[config.mk]
export PLATFORM = sky130hd
export DESIGN_NAME = spi
export DESIGN_NICKNAME = d
export VERILOG_FILES = /design/src/rtl/spi_pkg.sv /design/src/rtl/spi_slave.sv /design/src/rtl/spi.sv
export SDC_FILE = /design/constraint.sdc
export NUM_CORES = 1
export LEC_CHECK = 0
export CAP_MARGIN = 20
export CORE_AREA = 2 2 39 41
export CTS_BUF_LIST = sky130_fd_sc_hd__clkbuf_4 sky130_fd_sc_hd__clkbuf_8
export DETAILED_ROUTE_END_ITERATION = 8
export DIE_AREA = 0 0 41 43
export PLACE_DENSITY = 0.63
export SLEW_MARGIN = 20
export SYNTH_ARGS = -nofsm -noshare
export SYNTH_HDL_FRONTEND = slang
export SYNTH_HIERARCHICAL = 1
export SYNTH_SLANG_ARGS = --single-unit
[constraint.sdc]
create_clock -name clk -period 2.06 [get_ports clk]
set_input_delay 0.412 -clock clk [delete_from_list [all_inputs] [get_ports clk]]
set_output_delay 0.412 -clock clk [all_outputs]
set_load 0.01 [all_outputs]
[src/rtl/spi_pkg.sv]
// spi_pkg: shared definitions for the spi block.
//   - spi_state_e     : transfer state used by both master and slave
//   - DATA_WIDTH_DEF  : default transfer word width
//   - MASTER_WORD_DEF : default word the internal master transmits
//   - SLAVE_WORD_DEF  : default word the internal slave returns
package spi_pkg;

    localparam int         DATA_WIDTH_DEF  = 8;
    localparam logic [7:0] MASTER_WORD_DEF = 8'hA5;
    localparam logic [7:0] SLAVE_WORD_DEF  = 8'h3C;

    typedef enum logic [1:0] {
        IDLE     = 2'd0,
        TRANSFER = 2'd1,
        DONE     = 2'd2
    } spi_state_e;

endpackage

[src/rtl/spi_slave.sv]
// spi_slave: mode-0, MSB-first SPI slave running in the system clock domain.
// Ports:
//   clk   in  system clock, rising edge
//   reset in  asynchronous active-high reset
//   sclk  in  serial clock from the master (registered in clk domain)
//   mosi  in  master-out serial data
//   cs_n  in  active-low chip select
//   miso  out registered slave-out serial data (SLAVE_WORD, MSB first)
// The received word is kept in rx_q and holds until the next transfer starts.
module spi_slave
    import spi_pkg::*;
#(
    parameter int                    DATA_WIDTH = DATA_WIDTH_DEF,
    parameter logic [DATA_WIDTH-1:0] SLAVE_WORD = DATA_WIDTH'(SLAVE_WORD_DEF)
) (
    input  logic clk,
    input  logic reset,
    input  logic sclk,
    input  logic mosi,
    input  logic cs_n,
    output logic miso
);

    localparam int                 CNT_W   = (DATA_WIDTH > 1) ? $clog2(DATA_WIDTH) : 1;
    localparam logic [CNT_W-1:0]   CNT_MAX = CNT_W'(DATA_WIDTH - 1);

    spi_state_e            state_q, state_d;
    logic [CNT_W-1:0]      bit_cnt_q, bit_cnt_d;
    logic [DATA_WIDTH-1:0] tx_q, tx_d;
    logic [DATA_WIDTH-1:0] rx_q, rx_d;
    logic                  miso_q, miso_d;

    // Next-state logic: load on select, shift while sclk is high, stop after one word.
    always_comb begin
        state_d   = state_q;
        bit_cnt_d = bit_cnt_q;
        tx_d      = tx_q;
        rx_d      = rx_q;
        miso_d    = miso_q;
        case (state_q)
            IDLE: begin
                if (!cs_n) begin
                    // MSB goes out right away so it is stable before the first sample edge.
                    state_d   = TRANSFER;
                    bit_cnt_d = CNT_MAX;
                    miso_d    = SLAVE_WORD[DATA_WIDTH-1];
                    tx_d      = {SLAVE_WORD[DATA_WIDTH-2:0], 1'b0};
                    rx_d      = '0;
                end else begin
                    state_d = IDLE;
                end
            end
            TRANSFER: begin
                if (cs_n) begin
                    // Abort: partially received bits are discarded.
                    state_d   = IDLE;
                    bit_cnt_d = CNT_MAX;
                    miso_d    = 1'b0;
                    tx_d      = '0;
                    rx_d      = '0;
                end else if (sclk) begin
                    // This edge ends sclk-high: sample mosi and present the next bit.
                    rx_d = {rx_q[DATA_WIDTH-2:0], mosi};
                    if (bit_cnt_q != '0) begin
                        bit_cnt_d = bit_cnt_q - CNT_W'(1);
                        miso_d    = tx_q[DATA_WIDTH-1];
                        tx_d      = {tx_q[DATA_WIDTH-2:0], 1'b0};
                    end else begin
                        state_d   = DONE;
                        bit_cnt_d = CNT_MAX;
                        miso_d    = 1'b0;
                    end
                end else begin
                    state_d = TRANSFER;
                end
            end
            DONE: begin
                if (cs_n) begin
                    state_d = IDLE;
                end else begin
                    state_d = DONE;
                end
            end
            default: begin
                state_d   = IDLE;
                bit_cnt_d = CNT_MAX;
                miso_d    = 1'b0;
                tx_d      = '0;
                rx_d      = '0;
            end
        endcase
    end

    // Slave state registers with asynchronous reset.
    always_ff @(posedge clk or posedge reset) begin
        if (reset) begin
            state_q   <= IDLE;
            bit_cnt_q <= CNT_MAX;
            tx_q      <= '0;
            rx_q      <= '0;
            miso_q    <= 1'b0;
        end else begin
            state_q   <= state_d;
            bit_cnt_q <= bit_cnt_d;
            tx_q      <= tx_d;
            rx_q      <= rx_d;
            miso_q    <= miso_d;
        end
    end

    assign miso = miso_q;

endmodule

[src/rtl/spi.sv]
// spi: internal SPI master linked to an internal spi_slave, mode 0, MSB first.
// Ports:
//   clk             in  system clock, rising edge
//   reset           in  asynchronous active-high reset
//   chip_sel        in  active-low select; low starts/sustains, high aborts/ends
//   master_data_out out registered master MOSI stream
// Each bit takes two clk cycles: phase 0 (sclk low, data valid) then phase 1
// (sclk high). Both sides sample on the edge that ends phase 1. The master's
// received word is kept in rx_q and holds until the next transfer starts.
module spi
    import spi_pkg::*;
#(
    parameter int                    DATA_WIDTH  = DATA_WIDTH_DEF,
    parameter logic [DATA_WIDTH-1:0] MASTER_WORD = DATA_WIDTH'(MASTER_WORD_DEF),
    parameter logic [DATA_WIDTH-1:0] SLAVE_WORD  = DATA_WIDTH'(SLAVE_WORD_DEF)
) (
    input  logic clk,
    input  logic reset,
    input  logic chip_sel,
    output logic master_data_out
);

    localparam int               CNT_W   = (DATA_WIDTH > 1) ? $clog2(DATA_WIDTH) : 1;
    localparam logic [CNT_W-1:0] CNT_MAX = CNT_W'(DATA_WIDTH - 1);

    spi_state_e            state_q, state_d;
    logic [CNT_W-1:0]      bit_cnt_q, bit_cnt_d;
    logic                  phase_q, phase_d;
    logic                  sclk_q, sclk_d;
    logic                  mosi_q, mosi_d;
    logic [DATA_WIDTH-1:0] rx_q, rx_d;
    logic                  miso_s;

    // Master next-state logic.
    always_comb begin
        state_d   = state_q;
        bit_cnt_d = bit_cnt_q;
        phase_d   = phase_q;
        sclk_d    = sclk_q;
        mosi_d    = mosi_q;
        rx_d      = rx_q;
        case (state_q)
            IDLE: begin
                if (!chip_sel) begin
                    state_d   = TRANSFER;
                    bit_cnt_d = CNT_MAX;
                    phase_d   = 1'b0;
                    sclk_d    = 1'b0;
                    mosi_d    = MASTER_WORD[DATA_WIDTH-1];
                    rx_d      = '0;
                end else begin
                    state_d = IDLE;
                end
            end
            TRANSFER: begin
                if (chip_sel) begin
                    // Abort: drop everything, including the partial receive word.
                    state_d   = IDLE;
                    bit_cnt_d = CNT_MAX;
                    phase_d   = 1'b0;
                    sclk_d    = 1'b0;
                    mosi_d    = 1'b0;
                    rx_d      = '0;
                end else if (!phase_q) begin
                    phase_d = 1'b1;
                    sclk_d  = 1'b1;
                end else begin
                    // End of phase 1: sample miso, then move to next bit or finish.
                    phase_d = 1'b0;
                    sclk_d  = 1'b0;
                    rx_d    = {rx_q[DATA_WIDTH-2:0], miso_s};
                    if (bit_cnt_q != '0) begin
                        bit_cnt_d = bit_cnt_q - CNT_W'(1);
                        mosi_d    = MASTER_WORD[bit_cnt_q - CNT_W'(1)];
                    end else begin
                        state_d   = DONE;
                        bit_cnt_d = CNT_MAX;
                        mosi_d    = 1'b0;
                    end
                end
            end
            DONE: begin
                // Stay quiet until select is released; no second word is sent.
                if (chip_sel) begin
                    state_d = IDLE;
                end else begin
                    state_d = DONE;
                end
            end
            default: begin
                state_d   = IDLE;
                bit_cnt_d = CNT_MAX;
                phase_d   = 1'b0;
                sclk_d    = 1'b0;
                mosi_d    = 1'b0;
                rx_d      = '0;
            end
        endcase
    end

    // Master FSM and output registers with asynchronous reset.
    always_ff @(posedge clk or posedge reset) begin
        if (reset) begin
            state_q   <= IDLE;
            bit_cnt_q <= CNT_MAX;
            phase_q   <= 1'b0;
            sclk_q    <= 1'b0;
            mosi_q    <= 1'b0;
            rx_q      <= '0;
        end else begin
            state_q   <= state_d;
            bit_cnt_q <= bit_cnt_d;
            phase_q   <= phase_d;
            sclk_q    <= sclk_d;
            mosi_q    <= mosi_d;
            rx_q      <= rx_d;
        end
    end

    spi_slave #(
        .DATA_WIDTH (DATA_WIDTH),
        .SLAVE_WORD (SLAVE_WORD)
    ) u_slave (
        .clk   (clk),
        .reset (reset),
        .sclk  (sclk_q),
        .mosi  (mosi_q),
        .cs_n  (chip_sel),
        .miso  (miso_s)
    );

    assign master_data_out = mosi_q;

endmodule

==> results of run 1 <==
[worst max-delay path: cells and delay by family, from the launching register on]
kind / cells / cell delay, ps
fa+ha+maj: 2 / 490
flops: 1 / 550
simple gates: 1 / 70
xor+xnor: 1 / 140
compound gates: 1 / 290
buf+inv: 1 / 50
[area by class of cell]
class | instances | share of cell area [%]
Clock buffer | 4 | 5.56
Inverter | 8 | 5.56
Multi-Input combinational cell | 30 | 46.5
Timing Repair Buffer | 3 | 5.56
Sequential cell | 7 | 33.1
Tap cell | 16 | 3.70
[cells by family after synthesis]
logic type	synth area share, %
xor+xnor	1.90
simple gates	14.4
flops	38.9
mux	9.51
buf+inv	6.52
compound gates	12.5
fa+ha+maj	16.3
[metal layers]
layer | vias to the layer above | GRT usage [%] | routed length, um
met3 | 2 | 6.28 | 23
li1 | 163 | - | -
met4 | 0 | 8.00 | 14
met5 | - | 0 | 0
met2 | 5 | 15.9 | 348
met1 | 157 | 14.1 | 328
[flip-flops by register name, summed over array words and instances (netlist names)]
name and cells:
master_data_out 1, phase_q 1, state_q 2, bit_cnt_q 3
[through the flow]
stage / area, um^2 / total power [W] / setup WS (ps)
2_1_floorplan: 460 / 0.000392 / 466
4_1_cts: 541 / 0.000600 / 347
3_3_place_gp: 510 / 0.000456 / 354
6_report: 541 / 0.000587 / 362
3_5_place_dp: 510 / 0.000457 / 338
5_1_grt: 541 / 0.000652 / 242
[final timing paths]
check                                         start  depth (start not counted)  slack (ps)                           to
max                        bit_cnt_q[0]$_DFFE_PP1P_                          6         360  master_data_out$_DFFE_PP0P_
min                                           reset                          2         390  master_data_out$_DFFE_PP0P_
max reg2reg                bit_cnt_q[0]$_DFFE_PP1P_                          6         360  master_data_out$_DFFE_PP0P_
min reg2reg                     phase_q$_DFFE_PP0P_                          2         560          phase_q$_DFFE_PP0P_
max in group asynchronous                     reset                          2        1400     bit_cnt_q[1]$_DFFE_PP1P_
min in group clk                phase_q$_DFFE_PP0P_                          2         560          phase_q$_DFFE_PP0P_
[cells in the final DEF, fill, tap and decap left out, drive strengths merged, types with 2 or more instances in the layout]
cell / synthesis / final
dfstp: 3 / 3
nand2: 5 / 5
inv: 8 / 8
clkdlybuf4s50: 0 / 3
o21ai: 2 / 2
ha: 6 / 6
clkbuf: 0 / 4
a21oi: 3 / 3
mux2: 3 / 3
dfrtp: 4 / 4
nor3b: 2 / 2
[report_power, final]
part	internal [W]	switching, W
Combinational	0.000124	0.000122
Sequential	0.000178	0.0000298
Clock	0.0000868	0.0000470
==> key figures, run 1 <==
Routing
  – Routed length per instance: 10.5 um
  – DR iter-0 viols: 5
  – DRT Pass-1 Iters: 3
  – ANT nets after route: 0
  – WL final: 714 um
  – Drt via density: 4.81
  – DRC Markers: 0
  – Routed via count: 327

Critical path
  – CP required: 2200 ps
  – Critical Path Most Common Cell: ha_1
  – Critical path class: flip-flop to flip-flop
  – CP endpoint kind: flip-flop
  – CP arrival: 1840 ps
  – Slowest-stage cell, CP: dfstp_2
  – CP max stage delay: 550 ps
  – Worst-path fanout max: 4
  – Critical path startpoint category: flip-flop
  – Worst-path cell chain: inv_1 > ha_1 > ha_1 > xnor2_1 > nand2_1 > a221oi_1

Global route
  – GRT Overall Usage: 11.9%
  – Global-route wire length before repair: 1360 um
  – Total grt overflow: 0
  – Vias in the first global route: 335
  – Largest net degree at the start of global routing: 9
  – Initial antenna violation count: 0

CTS
  – CTS root buf: clkbuf_4
  – Clock Latency Late Sink: 250 ps
  – Clock sinks: 7
  – Hold-fix buffers, CTS: 0
  – H-tree depth: 1
  – CTS resizes: 0
  – Clock transition at the registers of the reported paths: 50 ps
  – CTS tree: yes
  – Post-CTS setup repair buffer count: 0
  – Clk buf depth: 2
  – Num CTS Buffers: 3

Timing
  – RSZ-0062 raised after global routing: false
  – Fmax achieved: 0.589 GHz
  – Rel. slew slack: 78.4%
  – Fin crit share: 82.4%
  – Fin Setup TNS: 0 ps
  – Clock skew: 4.91 ps
  – Final Max Tran Viols: 0
  – Hold WS: 391 ps
  – Final Hold Fails: 0
  – Fin crit period: 1700 ps
  – Setup violations, final: 0
  – Worst slew pin tran: 323 ps

Floorplan
  – Row cnt: 14
  – Die area: 0.00176 mm^2
  – Chip height: 43 um
  – Die span in x: 41 um
  – Top-level I/O count: 4
  – Core ar.: 0.00138 mm^2
  – Starting Density: 33.3%

Yosys
  – Post-synth EDFFs: 0
  – Count leader, synth: inv_1
  – Most frequent cells after synthesis: inv_1, ha_1, nand2_1
  – Post-Syn Instances: 45
  – Syn Nets: 54
  – Largest cells by area after synthesis: dfrtp_1, dfstp_2, ha_1, mux2_1, inv_1
  – Fraction of registers with async set/reset: 100%
  – Yosys reg bits: 7
  – Synth warn: 6
  – Top cell type's share of synthesized area: 21.7%
  – Sequential-to-total area share from yosys stat: 38.9%
  – Ys flop type: dfrtp_1
  – Unique masters post-synth: 21
  – Netlist Area Pre-Place: 460 um^2
  – Top cell type by total area after synthesis: dfrtp_1
  – Syn Area/Cell: 10.2 um^2

Place
  – Placer Congestion: 0.656
  – Placed insts: 64
  – Input/output buffers: 3
  – Placed wire-length estimate: 574 um

Finish
  – Finished Layout Cells: 68
  – Register area: 179 um^2
  – Fill count: 148
  – Area occupied by multi-input gates: 251 um^2
  – Share of post-route cells with drive strength above 1: 21.2%
  – Layout area overhead: 17.4%
  – Fin util: 39.1%
  – Layout net count: 62
  – Antenna diodes: 0

Pwr
  – Peak supply drop: 390 uV
  – Pwr dens: 1090 mW/mm^2
  – LEAKAGE: 0.254 nW

Run status
  – Outcome: finished clean

Min path
  – Hold WC Path Type: input pin to asynchronous set/reset pin

Flow run
  – Max-cap violations: 0
No activity file was read; power rests on OpenSTA's default activity.
==> run 2, diff against run 1 <==
- PLACE_DENSITY: 0.63 -> 0.65
- clock period: 2.06 -> 1.4 ns (I/O delays scaled with it)
==> key figures, run 2 (synthesis gave the netlist of run 1 again) <==
Pwr
  – LEAKAGE: 0.313 nW (+23%)
  – Peak supply drop: 914 uV (+130%)
  – Pwr dens: 1600 mW/mm^2 (+47%)
  – Power Total: 0.00111 W (+88%)

Finish
  – Share of post-route cells with drive strength above 1: 55.9% (+35 points)
  – Layout area overhead: 50.5%
  – Layout net count: 69 (+11%)
  – Biggest register: bit_cnt_q
  – Most frequent cells in the layout: buf_4, inv_1, nand2_1, clkbuf_4, dfrtp_1
  – Register area: 179 um^2 (unchanged)
  – Commonest non-fill, non-tap cell in the layout: buf_4
  – Max reg flops: 3 (unchanged)
  – Fill count: 124 (-16%)
  – Antenna diodes: 0 (unchanged)
  – Largest regs: bit_cnt_q (3), state_q (2)
  – Area occupied by multi-input gates: 350 um^2 (+39%)
  – Finished Layout Cells: 75 (+10%)

Critical path
  – Critical path class: flip-flop to flip-flop
  – Reg2Reg Capture Point: master_data_out$_DFFE_PP0P_
  – CP required: 1560 ps (-640 ps)
  – Critical path startpoint category: flip-flop
  – Worst-path fanout max: 2 (-2)
  – Critical R2R Launch: bit_cnt_q[0]$_DFFE_PP1P_
  – CP endpoint kind: flip-flop
  – R2R depth: 6 (unchanged)
  – Reg-to-reg setup timing slack: -140 ps (-510 ps)
  – CP arrival: 1700 ps (-140 ps)

CTS
  – Clock sinks: 7 (unchanged)
  – Clock Latency Late Sink: 250 ps (about the same)
  – Clock transition at the registers of the reported paths: 50 ps (about the same)
  – CTS tree: yes
  – Num CTS Buffers: 3 (unchanged)
  – CTS root buf: clkbuf_4
  – H-tree depth: 1 (unchanged)
  – Clk buf depth: 2 (unchanged)

Timing
  – RSZ-0062 raised after global routing: true
  – Final Hold Fails: 0 (unchanged)
  – Fmax achieved: 0.647 GHz (+9.9%)
  – Clock skew: 2.16 ps (-2.75 ps)
  – Rel. slew slack: 73.3% (-5.1 points)
  – Fin crit share: 110% (+28 points)
  – Setup ws final: -145 ps (-507 ps)
  – Setup violations, final: 3 (+3)
  – Fin crit period: 1540 ps (-153 ps)
  – Fin Setup TNS: -304 ps (-304 ps)
  – Worst slew pin tran: 400 ps (+76.3 ps)
  – Final Max Tran Viols: 0 (unchanged)

Global route
  – Largest net degree at the start of global routing: 8 (-1)
  – Vias in the first global route: 350 (+4.5%)
  – Initial antenna violation count: 0 (unchanged)
  – Global-route wire length before repair: 1510 um (+11%)
  – GRT Overall Usage: 13.2% (+1.3 points)
  – Total grt overflow: 0 (unchanged)

Routing
  – DRT Pass-1 Iters: 2 (-1)
  – Drt via density: 4.53 (-5.7%)
  – Routed via count: 340 (+4.0%)
  – Routed length per instance: 11.9 um (+14%)
  – ANT nets after route: 0 (unchanged)
  – WL final: 895 um (+25%)
  – DRC Markers: 0 (unchanged)
  – DR iter-0 viols: 4 (-1)

Floorplan
  – Starting Density: 33.3% (unchanged)
  – Top-level I/O count: 4 (unchanged)
  – Core ar.: 0.00138 mm^2 (unchanged)
  – Row cnt: 14 (unchanged)
  – Chip height: 43 um (unchanged)
  – Die area: 0.00176 mm^2 (unchanged)
  – Die span in x: 41 um (unchanged)

Place
  – Pre-CTS setup slack: -138 ps (-475 ps)
  – Placed wire-length estimate: 660 um (+15%)
  – Input/output buffers: 3 (unchanged)
  – Placed insts: 71 (+11%)
  – Placer Congestion: 0.698 (+6.5%)

Flow run
  – Max-cap violations: 0 (unchanged)

Run status
  – Outcome: finished, violations left
  – Failing checks: setup timing

Min path
  – Hold WC Path Type: input pin to asynchronous set/reset pin
## run 2: worst max-delay path by stage
| stage | from | to | slack (ps) | cells after the start |
|---|---|---|---|---|
| 5_1_grt | bit_cnt_q[1]$_DFFE_PP1P_ | master_data_out$_DFFE_PP0P_ | -190 | 6 |
| 4_1_cts | bit_cnt_q[1]$_DFFE_PP1P_ | master_data_out$_DFFE_PP0P_ | -140 | 6 |
| 3_5_place_dp | bit_cnt_q[1]$_DFFE_PP1P_ | master_data_out$_DFFE_PP0P_ | -140 | 6 |
| 2_1_floorplan | bit_cnt_q[0]$_DFFE_PP1P_ | master_data_out$_DFFE_PP0P_ | -80 | 6 |
| 3_3_place_gp | chip_sel | bit_cnt_q[1]$_DFFE_PP1P_ | -130 | 4 |
| 6_report | bit_cnt_q[0]$_DFFE_PP1P_ | master_data_out$_DFFE_PP0P_ | -140 | 6 |
## run 2: stage by stage
step           area [um^2]  hold slack, ps  utilization, %
2_1_floorplan          495            81.2               -
3_3_place_gp           598             541            43.2
3_5_place_dp           598             545            43.2
4_1_cts                652             269            47.1
5_1_grt                693             272            50.1
6_report               693             266            50.1
## run 2: what timing repair did
action	4_1_cts	5_1_grt
setup buffers	0	0
pin swaps	5	8
setup endpoints to repair	6	6
gates resized for setup	7	9
hold buffers	0	0
## run 2: cell type report
class	instances	share of cell area, %
Sequential cell	7	25.8
Timing Repair Buffer	10	12.1
Clock buffer	4	4.33
Tap cell	16	2.89
Multi-Input combinational cell	30	50.5
Inverter	8	4.33
## run 2: power by group
part	switching, W	internal [W]	total [W]
combinational	0.000275	0.000327	0.000602
sequential	0.0000405	0.000261	0.000301
clock	0.0000750	0.000128	0.000203
total	0.000390	0.000716	0.00111
## run 2: worst max-delay path, stage by stage, from the launching register on
cell and delay, ps:
dfstp_2 530, inv_2 40, ha_4 150, ha_4 160, nor3b_4 230, nand2_2 100
a221oi_2 240
## run 2: routing by layer
metal	share of wire (%)	GRT usage (%)	vias up
met5	0	0	-
met4	0	8.00	0
met3	0.56	3.14	0
met2	50	18.4	2
met1	50	17.7	157
li1	-	-	181
